<file path="config.mk">
export PLATFORM = sky130hd
export DESIGN_NAME = cam_xclk_gen
export DESIGN_NICKNAME = d
export VERILOG_FILES = /design/src/rtl/cam_xclk_gen.sv
export SDC_FILE = /design/constraint.sdc
export NUM_CORES = 1
export LEC_CHECK = 0
export ABC_AREA = 1
export ABC_CLOCK_PERIOD_IN_PS = 2900
export BUFFER_PORTS_ARGS = -buffer_cell sky130_fd_sc_hd__buf_2
export CORE_ASPECT_RATIO = 2
export CORE_MARGIN = 10
export CORE_UTILIZATION = 62
export DETAILED_ROUTE_END_ITERATION = 8
export PLACE_DENSITY_LB_ADDON = 0.05
export SYNTH_ARGS = -nofsm -noshare
export SYNTH_HDL_FRONTEND = slang
export SYNTH_SLANG_ARGS = --single-unit
</file>
<file path="constraint.sdc">
create_clock -name clk_in -period 2.9 [get_ports clk_in]
set_clock_uncertainty 0.15 [all_clocks]
set_input_delay 0.58 -clock clk_in [delete_from_list [all_inputs] [get_ports clk_in]]
set_output_delay 0.58 -clock clk_in [all_outputs]
set_load 0.01 [all_outputs]
</file>
<file path="src/rtl/cam_xclk_gen.sv">
// Multi-channel programmable camera clock generator. Divisor changes and
// enable/disable are applied only at period boundaries so no runt pulses occur.
module cam_xclk_gen #(
  parameter int unsigned NUM_CH      = 2,
  parameter int unsigned DIV_W       = 8,
  parameter int unsigned DEFAULT_DIV = 4,
  localparam int unsigned CH_W       = (NUM_CH > 1) ? $clog2(NUM_CH) : 1
) (
  input  logic              clk_in,
  input  logic              reset_n,
  input  logic              cfg_we,
  input  logic [CH_W-1:0]   cfg_ch,
  input  logic [DIV_W-1:0]  cfg_div,
  input  logic [NUM_CH-1:0] ch_en,
  output logic [NUM_CH-1:0] clk_out,
  output logic [NUM_CH-1:0] rise_stb,
  output logic [NUM_CH-1:0] active,
  output logic [NUM_CH-1:0] cfg_pending
);

  typedef enum logic {IDLE, RUN} state_e;

  state_e           state_q    [NUM_CH];
  state_e           state_d    [NUM_CH];
  logic [DIV_W-1:0] cnt_q      [NUM_CH];
  logic [DIV_W-1:0] cnt_d      [NUM_CH];
  logic [DIV_W-1:0] cur_div_q  [NUM_CH];
  logic [DIV_W-1:0] cur_div_d  [NUM_CH];
  logic [DIV_W-1:0] pend_div_q [NUM_CH];
  logic [DIV_W-1:0] pend_div_d [NUM_CH];
  logic [NUM_CH-1:0] pend_q, pend_d;
  logic [NUM_CH-1:0] clk_q, clk_d;
  logic [NUM_CH-1:0] stb_q, stb_d;
  logic [NUM_CH-1:0] act_q, act_d;

  logic             cfg_valid;
  logic [DIV_W-1:0] cfg_div_clamped;

  assign cfg_valid       = cfg_we && (32'(cfg_ch) < NUM_CH);
  assign cfg_div_clamped = (cfg_div < DIV_W'(2)) ? DIV_W'(2) : cfg_div;

  always_comb begin : next_state
    logic [DIV_W-1:0] hi_len;
    logic [DIV_W-1:0] last_cnt;
    hi_len     = '0;
    last_cnt   = '0;
    state_d    = state_q;
    cnt_d      = cnt_q;
    cur_div_d  = cur_div_q;
    pend_div_d = pend_div_q;
    pend_d     = pend_q;
    clk_d      = clk_q;
    act_d      = act_q;
    stb_d      = '0;
    for (int unsigned i = 0; i < NUM_CH; i++) begin
      hi_len   = cur_div_q[i] - (cur_div_q[i] >> 1);
      last_cnt = cur_div_q[i] - DIV_W'(1);
      unique case (state_q[i])
        IDLE: begin
          cnt_d[i] = '0;
          clk_d[i] = 1'b0;
          act_d[i] = 1'b0;
          if (ch_en[i]) begin
            state_d[i] = RUN;
            clk_d[i]   = 1'b1;
            stb_d[i]   = 1'b1;
            act_d[i]   = 1'b1;
            if (pend_q[i]) begin
              cur_div_d[i] = pend_div_q[i];
              pend_d[i]    = 1'b0;
            end
          end
        end
        RUN: begin
          if (cnt_q[i] == last_cnt) begin
            cnt_d[i] = '0;
            if (ch_en[i]) begin
              clk_d[i] = 1'b1;
              stb_d[i] = 1'b1;
              if (pend_q[i]) begin
                cur_div_d[i] = pend_div_q[i];
                pend_d[i]    = 1'b0;
              end
            end else begin
              state_d[i] = IDLE;
              clk_d[i]   = 1'b0;
              act_d[i]   = 1'b0;
            end
          end else begin
            cnt_d[i] = cnt_q[i] + DIV_W'(1);
            clk_d[i] = (cnt_q[i] + DIV_W'(1)) < hi_len;
          end
        end
        default: state_d[i] = IDLE;
      endcase
      // A write coinciding with a commit lands after it: the commit took the old pend_div.
      if (cfg_valid && (cfg_ch == CH_W'(i))) begin
        pend_div_d[i] = cfg_div_clamped;
        pend_d[i]     = 1'b1;
      end
    end
  end

  always_ff @(posedge clk_in or negedge reset_n) begin
    if (!reset_n) begin
      for (int unsigned i = 0; i < NUM_CH; i++) begin
        state_q[i]    <= IDLE;
        cnt_q[i]      <= '0;
        cur_div_q[i]  <= DIV_W'(DEFAULT_DIV);
        pend_div_q[i] <= DIV_W'(DEFAULT_DIV);
      end
      pend_q <= '0;
      clk_q  <= '0;
      stb_q  <= '0;
      act_q  <= '0;
    end else begin
      state_q    <= state_d;
      cnt_q      <= cnt_d;
      cur_div_q  <= cur_div_d;
      pend_div_q <= pend_div_d;
      pend_q     <= pend_d;
      clk_q      <= clk_d;
      stb_q      <= stb_d;
      act_q      <= act_d;
    end
  end

  assign clk_out     = clk_q;
  assign rise_stb    = stb_q;
  assign active      = act_q;
  assign cfg_pending = pend_q;

endmodule

</file>
== Yosys cells after proc, flatten, opt, wreduce, memory -nomap -nowiden ==
Index checks and enable logic that the tools add are counted.

* Multiplexer cells: 41
* Reductions and logical operators: 4
* Order comparisons: 3
* Bitwise operators: 3
* Equal/unequal tests: 8
* Add/sub/neg operators: 6

{| class="wikitable"
|+ Operators with widths
! cell !! number
|-
| 2-to-1 mux 8 bit || 9
|-
| one-hot mux 8 bit (2 select lines) || 4
|-
| one-hot mux 1 bit (2 select lines) || 10
|-
| 2-to-1 mux 1 bit || 18
|-
| adder 8 x 1 -> 8 bit (second input constant) || 2
|-
| == test 8 bit || 2
|-
| < comparator 8 bit || 2
|-
| subtractor 8 x 1 -> 8 bit (second input constant) || 2
|-
| subtractor 8 x 7 -> 8 bit || 2
|-
| < comparator 8 x 2 -> 1 bit (second input constant) || 1
|-
| != test 3 x 1 -> 1 bit (second input constant) || 2
|-
| != test 2 x 1 -> 1 bit (second input constant) || 2
|-
| != test 2 bit (second input constant) || 2
|-
| AND reduction 2 bit || 2
|-
| inverter 1 bit || 3
|-
| logical AND 1 bit || 2
|}

* Register bits after elaboration: 58
* Logic and storage cells: 79

== Depth between registers and ports, before layout ==
Gate-level depths: netlist of run 1.

* Depth in word-level cells: 5
* Mapped depth: 16
* Depth with buffers taken out: 16

== Worst setup path before layout of run 1 ==
OpenSTA, ideal clock, no wires.

* Kind: register to register
* From: register cur_div_q[2] (netlist name)
* To: register clk_q[1] (netlist: clk_out[1])
* Cell stages (with the launch flop): 13
* Required time: 2,685 ps
* Data arrival time: 2,471 ps
* Setup time: 65 ps
* Clock period less this slack: 2,687 ps
* Path slack: 213 ps
* Cells stage by stage: dfstp_2 > inv_1 > ha_1 > o31ai_1 > a21oi_1 > o21ai_0 > xor2_1 > ha_1 > a21oi_1 > o21ai_0 > a21oi_1 > nand3_1 > nand2_1

* Word-level cells in the longest chain between the ends: 4
* Elaborated cells between the ends (all ways): 6
* Those cells by class: 2 x add/sub; 1 x order compare; 1 x eq/ne; 2 x mux

{| class="wikitable"
|+ RTL lines
! what !! line !! RTL
|-
| start, declared || 27 || <nowiki>logic [DIV_W-1:0] cur_div_q [NUM_CH];</nowiki>
|-
| start signal, assigned by index || 109 || <nowiki>cur_div_q[i] <= DIV_W'(DEFAULT_DIV);</nowiki>
|-
| start signal, assigned || 119 || <nowiki>cur_div_q <= cur_div_d;</nowiki>
|-
| subtractor 8 x 7 -> 8 bit or subtractor 8 x 1 -> 8 bit (tied branches) || 56, 57 ||
|-
| < comparator 8 bit or == test 8 bit (tied branches) || 91, 75 ||
|-
| 2-to-1 mux 1 bit * || 75 || <nowiki>if (cnt_q[i] == last_cnt) begin</nowiki>
|-
| one-hot mux 1 bit (2 select lines) * || 58 || <nowiki>unique case (state_q[i])</nowiki>
|-
| net clk_d[1] || 32 || <nowiki>logic [NUM_CH-1:0] clk_q, clk_d;</nowiki>
|-
| end signal, assigned || 122 || <nowiki>clk_q <= clk_d;</nowiki>
|-
| end, declared || 32 ||
|}

The timed path passes the listed nets; every way through them passes the cells marked *.
A chain may end at the register's enable or synchronous reset.

== Worst setup path in the final report of run 1 ==
* From: register cur_div_q[10] (netlist name)
* To: register clk_q[0] (netlist: clk_out[0])

The elaborated chain is that of the path after synthesis.

==> out/qor.csv, run 1 <==
metric;value;unit
EDFF count, synth;0;
DRC violations left;0;
Hold WC Path Type;primary input to async pin;
commonest non-fill, non-tap cell in the layout;nand2_1;
CP Cell Sequence;clkinvlp_4 > ha_4 > inv_2 > a21oi_2 > o31ai_4 > nand4_1 > nand2_1 > xor2_1 > ha_1 > a21oi_2 > o21ai_1 > a21oi_1 > nand3_1 > nand2_1;
power share of the clock group;0.526;
RSZ-0062 raised after global routing;yes;
r2r endpoint;clk_out[0]$_DFF_PN0_;
Area Overhead vs Synth;15.9;%
FP Rows;41;
crit path capture type;register;
GRT Total Usage;0.207;
number of cells on the critical path;14;
CTS tree;yes;
final hold viol count;0;
hold_ws;82.1;ps
Max transition margin;0.608;
final number of max-transition violations;0;
DR iter-0 viols;96;
die area;10300;um2
CP Class;register to register;
logic gate share of total power;0.036;
Num CTS Buffers;9;
ys async rst share;1.00;
ANT cells;0;
I/O pins;22;
post-route ant nets;0;
core area;6310;um2
crit start category;register;
worst-path maximum fanout;5;
Mapped Nets;594;
vias in the first global route;3680;
nets@finish;629;
Die Ht;134;um
Final Setup Violations;0;
Worst path slowest cell;dfstp_2;
layout cell share with drive strength beyond 1;0.142;
most frequent cells in the layout;nand2_1, inv_1, dfrtp_1, ha_1, nor2_1;
largest net degree at the start of global routing;25;
H-tree depth;3;
# port buffers;21;
Area after DPL;4260;um2
worst path arrival time;2930;ps
Synth Register Bits;58;
gpl congestion;0.964;
gr ovfl total;0;
final wirelength;10.4;mm
sequential power share;0.438;
reg-to-reg critical path startpoint;cur_div_q[10]$_DFFE_PN1P_;
synth warn;0;
Clock transition at path regs;50;ps
Post-Synthesis Cell Area;4030;um2
Internal;1.55;mW
post-layout util;0.740;
Max-cap violations;0;
worst endpoint required time;3010;ps
Worst Tran Pin Value;582;ps
via/cell ratio;5.34;
Pwr Density;419;nW/um2
HPWL after detailed placement;8.30;mm
chip width;77.0;um
root buf cell;clkbuf_16;
Switching Fraction;0.209;
clock sink total;58;
first-pass GRT wire length;16.8;mm
Final period util;0.973;
DR WL/cell;15.9;um
clk buf depth;2;
R2R cell count;14;
Clk Latency, worst-skew pair;320;ps
P_sw;0.409;mW
post-synthesis sequential area ratio;0.361;
antenna violations before repair;0;
Mapped Cells;532;
Synth Flop Type;dfrtp_1;
cell area after layout;4670;um2
WP buf/inv;2;
outcome;finished clean;
CP peak stage delay;580;ps
CP delay by family, top;adder cells;
Lkg Pwr;2.52;nW
Distinct cells, synth;27;
Worst VDD drop;360;uV
Vias;3515;
r2r setup slk;80;ps
maximum clock rate;354;MHz
TritonRoute pass-1 iters;4;
Final min period;2820;ps
initial core utilization;0.639;
Synth Area per Inst;7.58;um2
-- worst max path at each step --
| stage | start | endpoint |
|---|---|---|
| finish | cur_div_q[10]$_DFFE_PN1P_ | clk_out[0]$_DFF_PN0_ |
| global route | cur_div_q[10]$_DFFE_PN1P_ | clk_out[0]$_DFF_PN0_ |
| CTS | cur_div_q[2]$_DFFE_PN1P_ | clk_out[1]$_DFF_PN0_ |
| detailed placement | cur_div_q[2]$_DFFE_PN1P_ | clk_out[1]$_DFF_PN0_ |
| global placement | cur_div_q[2]$_DFFE_PN1P_ | clk_out[1]$_DFF_PN0_ |
| floorplan | cur_div_q[2]$_DFFE_PN1P_ | clk_out[1]$_DFF_PN0_ |
-- per-stage QoR --
stage	power [mW]	std cells	setup TNS, ps	setup WS [ps]
6_report	1.96	658	0	78.4
2_1_floorplan	0.899	532	0	213
4_1_cts	1.97	656	0	49.5
3_5_place_dp	0.941	640	0	80.2
3_3_place_gp	0.937	640	0	103
5_1_grt	2.02	658	-89.2	-72.1
-- state kept, by name, indices dropped and copies added (netlist names) --
register	flops
rise_stb	2
cnt_q	16
active	2
state_q	2
clk_out	2
cur_div_q	16
cfg_pending	2
pend_div_q	16
-- synthesized netlist by cell type, types with 6 or more instances --
cell	n	area, um2
dfrtp_1	54	1350
nand4_1	20	125
nor2_1	38	143
nand2_1	165	619
xor2_1	19	166
ha_1	46	576
clkbuf_1	6	22.5
o21ai_0	22	110
a21oi_1	18	90.1
nand3_1	22	110
inv_1	85	319
-- power by group through the flow --
stage | Clock [mW] | Combinational, mW | Sequential [mW]
floorplan | 0 | 0.0333 | 0.865
global placement | 0 | 0.0686 | 0.869
detailed placement | 0 | 0.0712 | 0.870
CTS | 1.04 | 0.0710 | 0.858
global route | 1.08 | 0.0805 | 0.860
finish | 1.03 | 0.0696 | 0.858
-- area by class of cell --
cell class	instances	area [um2]
inverter	88	334
clock buffer	13	250
fill	520	1640
tap	86	108
sequential	58	1460
timing repair buffer	34	206
multi-input combinational	376	2280
clock inverter	3	40.0
-- cells by family after synthesis --
kind of cell | after synthesis | synth area share
xor+xnor | 21 | 0.0456
simple gates | 259 | 0.274
buf+inv | 98 | 0.0987
flops | 58 | 0.361
fa+ha+maj | 48 | 0.153
compound gates | 48 | 0.0671
-- metal layers --
layer,routed length [um],vias up,GRT usage
met5,0,-,0
met4,966,0,0.197
met3,250,60,0.0301
met2,5950,91,0.406
met1,3280,1611,0.164
li1,-,1753,-
-- what timing repair did --
item | CTS | global route
hold endpoints to repair | 0 | 0
hold buffers | 0 | 0
resized for setup | 0 | 23
buffers inserted | 0 | 3
endpoints found under the setup margin | 0 | 2
Power figures use the tool's default switching activity.
==> run 2, diff against run 1 <==
--- a/config.mk
+++ b/config.mk
@@ -13,6 +13,7 @@
 export CORE_UTILIZATION = 62
 export DETAILED_ROUTE_END_ITERATION = 8
 export PLACE_DENSITY_LB_ADDON = 0.05
+export SETUP_SLACK_MARGIN = 0.2
 export SYNTH_ARGS = -nofsm -noshare
 export SYNTH_HDL_FRONTEND = slang
 export SYNTH_SLANG_ARGS = --single-unit
==> out/qor.csv, run 2 (synthesized netlist as in run 1, its figures left out) <==
metric;value;unit
Pwr Density;410;nW/um2
root buf cell;clkbuf_16;
Final period util;0.927;
antenna violations before repair;0;
r2r setup slk;210;ps
Worst VDD drop;364;uV
DR iter-0 viols;156;
HPWL after detailed placement;8.30;mm
crit start category;register;
Cells after DPL;640;
total power;1.96;mW
Area after DPL;4260;um2
cell area after layout;4780;um2
die area;10300;um2
core area;6310;um2
H-tree depth;3;
RSZ-0062 raised after global routing;yes;
TritonRoute pass-1 iters;4;
Clk Latency, worst-skew pair;320;ps
Area Overhead vs Synth;18.5;%
gr ovfl total;0;
maximum clock rate;372;MHz
commonest non-fill, non-tap cell in the layout;nand2_1;
layout cell share with drive strength beyond 1;0.184;
via/cell ratio;5.37;
post-route ant nets;0;
chip width;77.0;um
Worst Tran Pin Value;573;ps
I/O pins;22;
Max-cap violations;0;
CP Class;register to register;
initial core utilization;0.639;
crit path capture type;register;
largest net degree at the start of global routing;25;
# port buffers;21;
worst path arrival time;2800;ps
DRC violations left;0;
first-pass GRT wire length;17.0;mm
top flop regs;cnt_q (16), cur_div_q (16), pend_div_q (16);
gpl congestion;0.964;
R2R cell count;15;
nets@finish;638;
outcome;finished clean;
most frequent cells in the layout;nand2_1, inv_1, dfrtp_1, ha_1, nor2_1;
DR WL/cell;16.0;um
Clock transition at path regs;50;ps
final wirelength;10.7;mm
Max transition margin;0.615;
final number of max-transition violations;0;
Die Ht;134;um
FP Rows;41;
final hold viol count;0;
clk buf depth;2;
Lkg Pwr;2.57;nW
worst-path maximum fanout;5;
GRT Total Usage;0.209;
clock sink total;58;
Num CTS Buffers;9;
r2r endpoint;clk_out[0]$_DFF_PN0_;
Final Setup Violations;0;
post-layout util;0.757;
setup TNS;0;ps
vias in the first global route;3731;
Finished Layout Cells;667;
Hold WC Path Type;primary input to async pin;
Vias;3580;
CTS tree;yes;
Final min period;2690;ps
Hold Buf Count CTS;0;
worst endpoint required time;3010;ps
ANT cells;0;
reg-to-reg critical path startpoint;cur_div_q[10]$_DFFE_PN1P_;
## run 2: cell types whose count changed in the layout (fill, tap and decap cells not counted), moves of 3 or more
cell / before / now
inv_1: 82 / 76
dfrtp_2: 1 / 4
inv_4: 0 / 3
buf_4: 12 / 22
dfrtp_1: 53 / 50
inv_2: 5 / 9
## run 2: how the worst max path moves through the flow
stage | slack, ps | end | start
2_1_floorplan | 210 | clk_out[1]$_DFF_PN0_ | cur_div_q[2]$_DFFE_PN1P_
3_3_place_gp | 100 | clk_out[1]$_DFF_PN0_ | cur_div_q[2]$_DFFE_PN1P_
3_5_place_dp | 80 | clk_out[1]$_DFF_PN0_ | cur_div_q[2]$_DFFE_PN1P_
4_1_cts | 200 | clk_out[1]$_DFF_PN0_ | cur_div_q[0]$_DFFE_PN0P_
5_1_grt | 50 | clk_out[1]$_DFF_PN0_ | cur_div_q[0]$_DFFE_PN0P_
6_report | 210 | clk_out[0]$_DFF_PN0_ | cur_div_q[10]$_DFFE_PN1P_
## run 2: worst max-delay path, cell delays in order (launching register included)
cell     delay (ps)
dfstp_2         570
inv_4            60
ha_4            290
inv_4            40
a21oi_2         140
o31ai_2          80
buf_4           160
nand4_1         110
nand2_1          90
xor2_1          160
ha_1            320
a21oi_2         130
o21ai_1          80
a21oi_1         110
nand3_1          70
nand2_1          60
## run 2: timing repair
action / in CTS / in global routing
buffers inserted: 0 / 11
gates resized for setup: 14 / 30
pin swaps: 2 / 17
endpoints found under the setup margin: 2 / 3
## run 2: cell type report
class | instances | area, um2
multi-input combinational | 376 | 2310
fill | 506 | 1530
sequential | 58 | 1460
inverter | 88 | 338
timing repair buffer | 43 | 270
clock buffer | 13 | 250
tap | 86 | 108
clock inverter | 3 | 40.0
## run 2: report_power, final
| group | leakage (nW) | switching, mW | internal [mW] |
|---|---|---|---|
| clock | 0.144 | 0.347 | 0.685 |
| combinational | 1.72 | 0.0491 | 0.0213 |
| sequential | 0.704 | 0.0159 | 0.842 |
| total | 2.57 | 0.412 | 1.55 |
## run 2: per-stage QoR
stage                     hold WS [ps]  worst slack (ps)
final                             81.2               212
after CTS                         91.5               199
after detailed placement           323              80.2
after global placement             317               103
after floorplan                    134               213
after global routing               117              55.0
## run 2: routing by layer
metal  global-route usage  vias to the layer above  part of all wire
met5                    0                        -                 0
met4                0.196                        0             0.085
met2                0.411                       99              0.57
met1                0.164                     1647              0.32
li1                     -                     1770                 -
met3               0.0308                       64             0.024
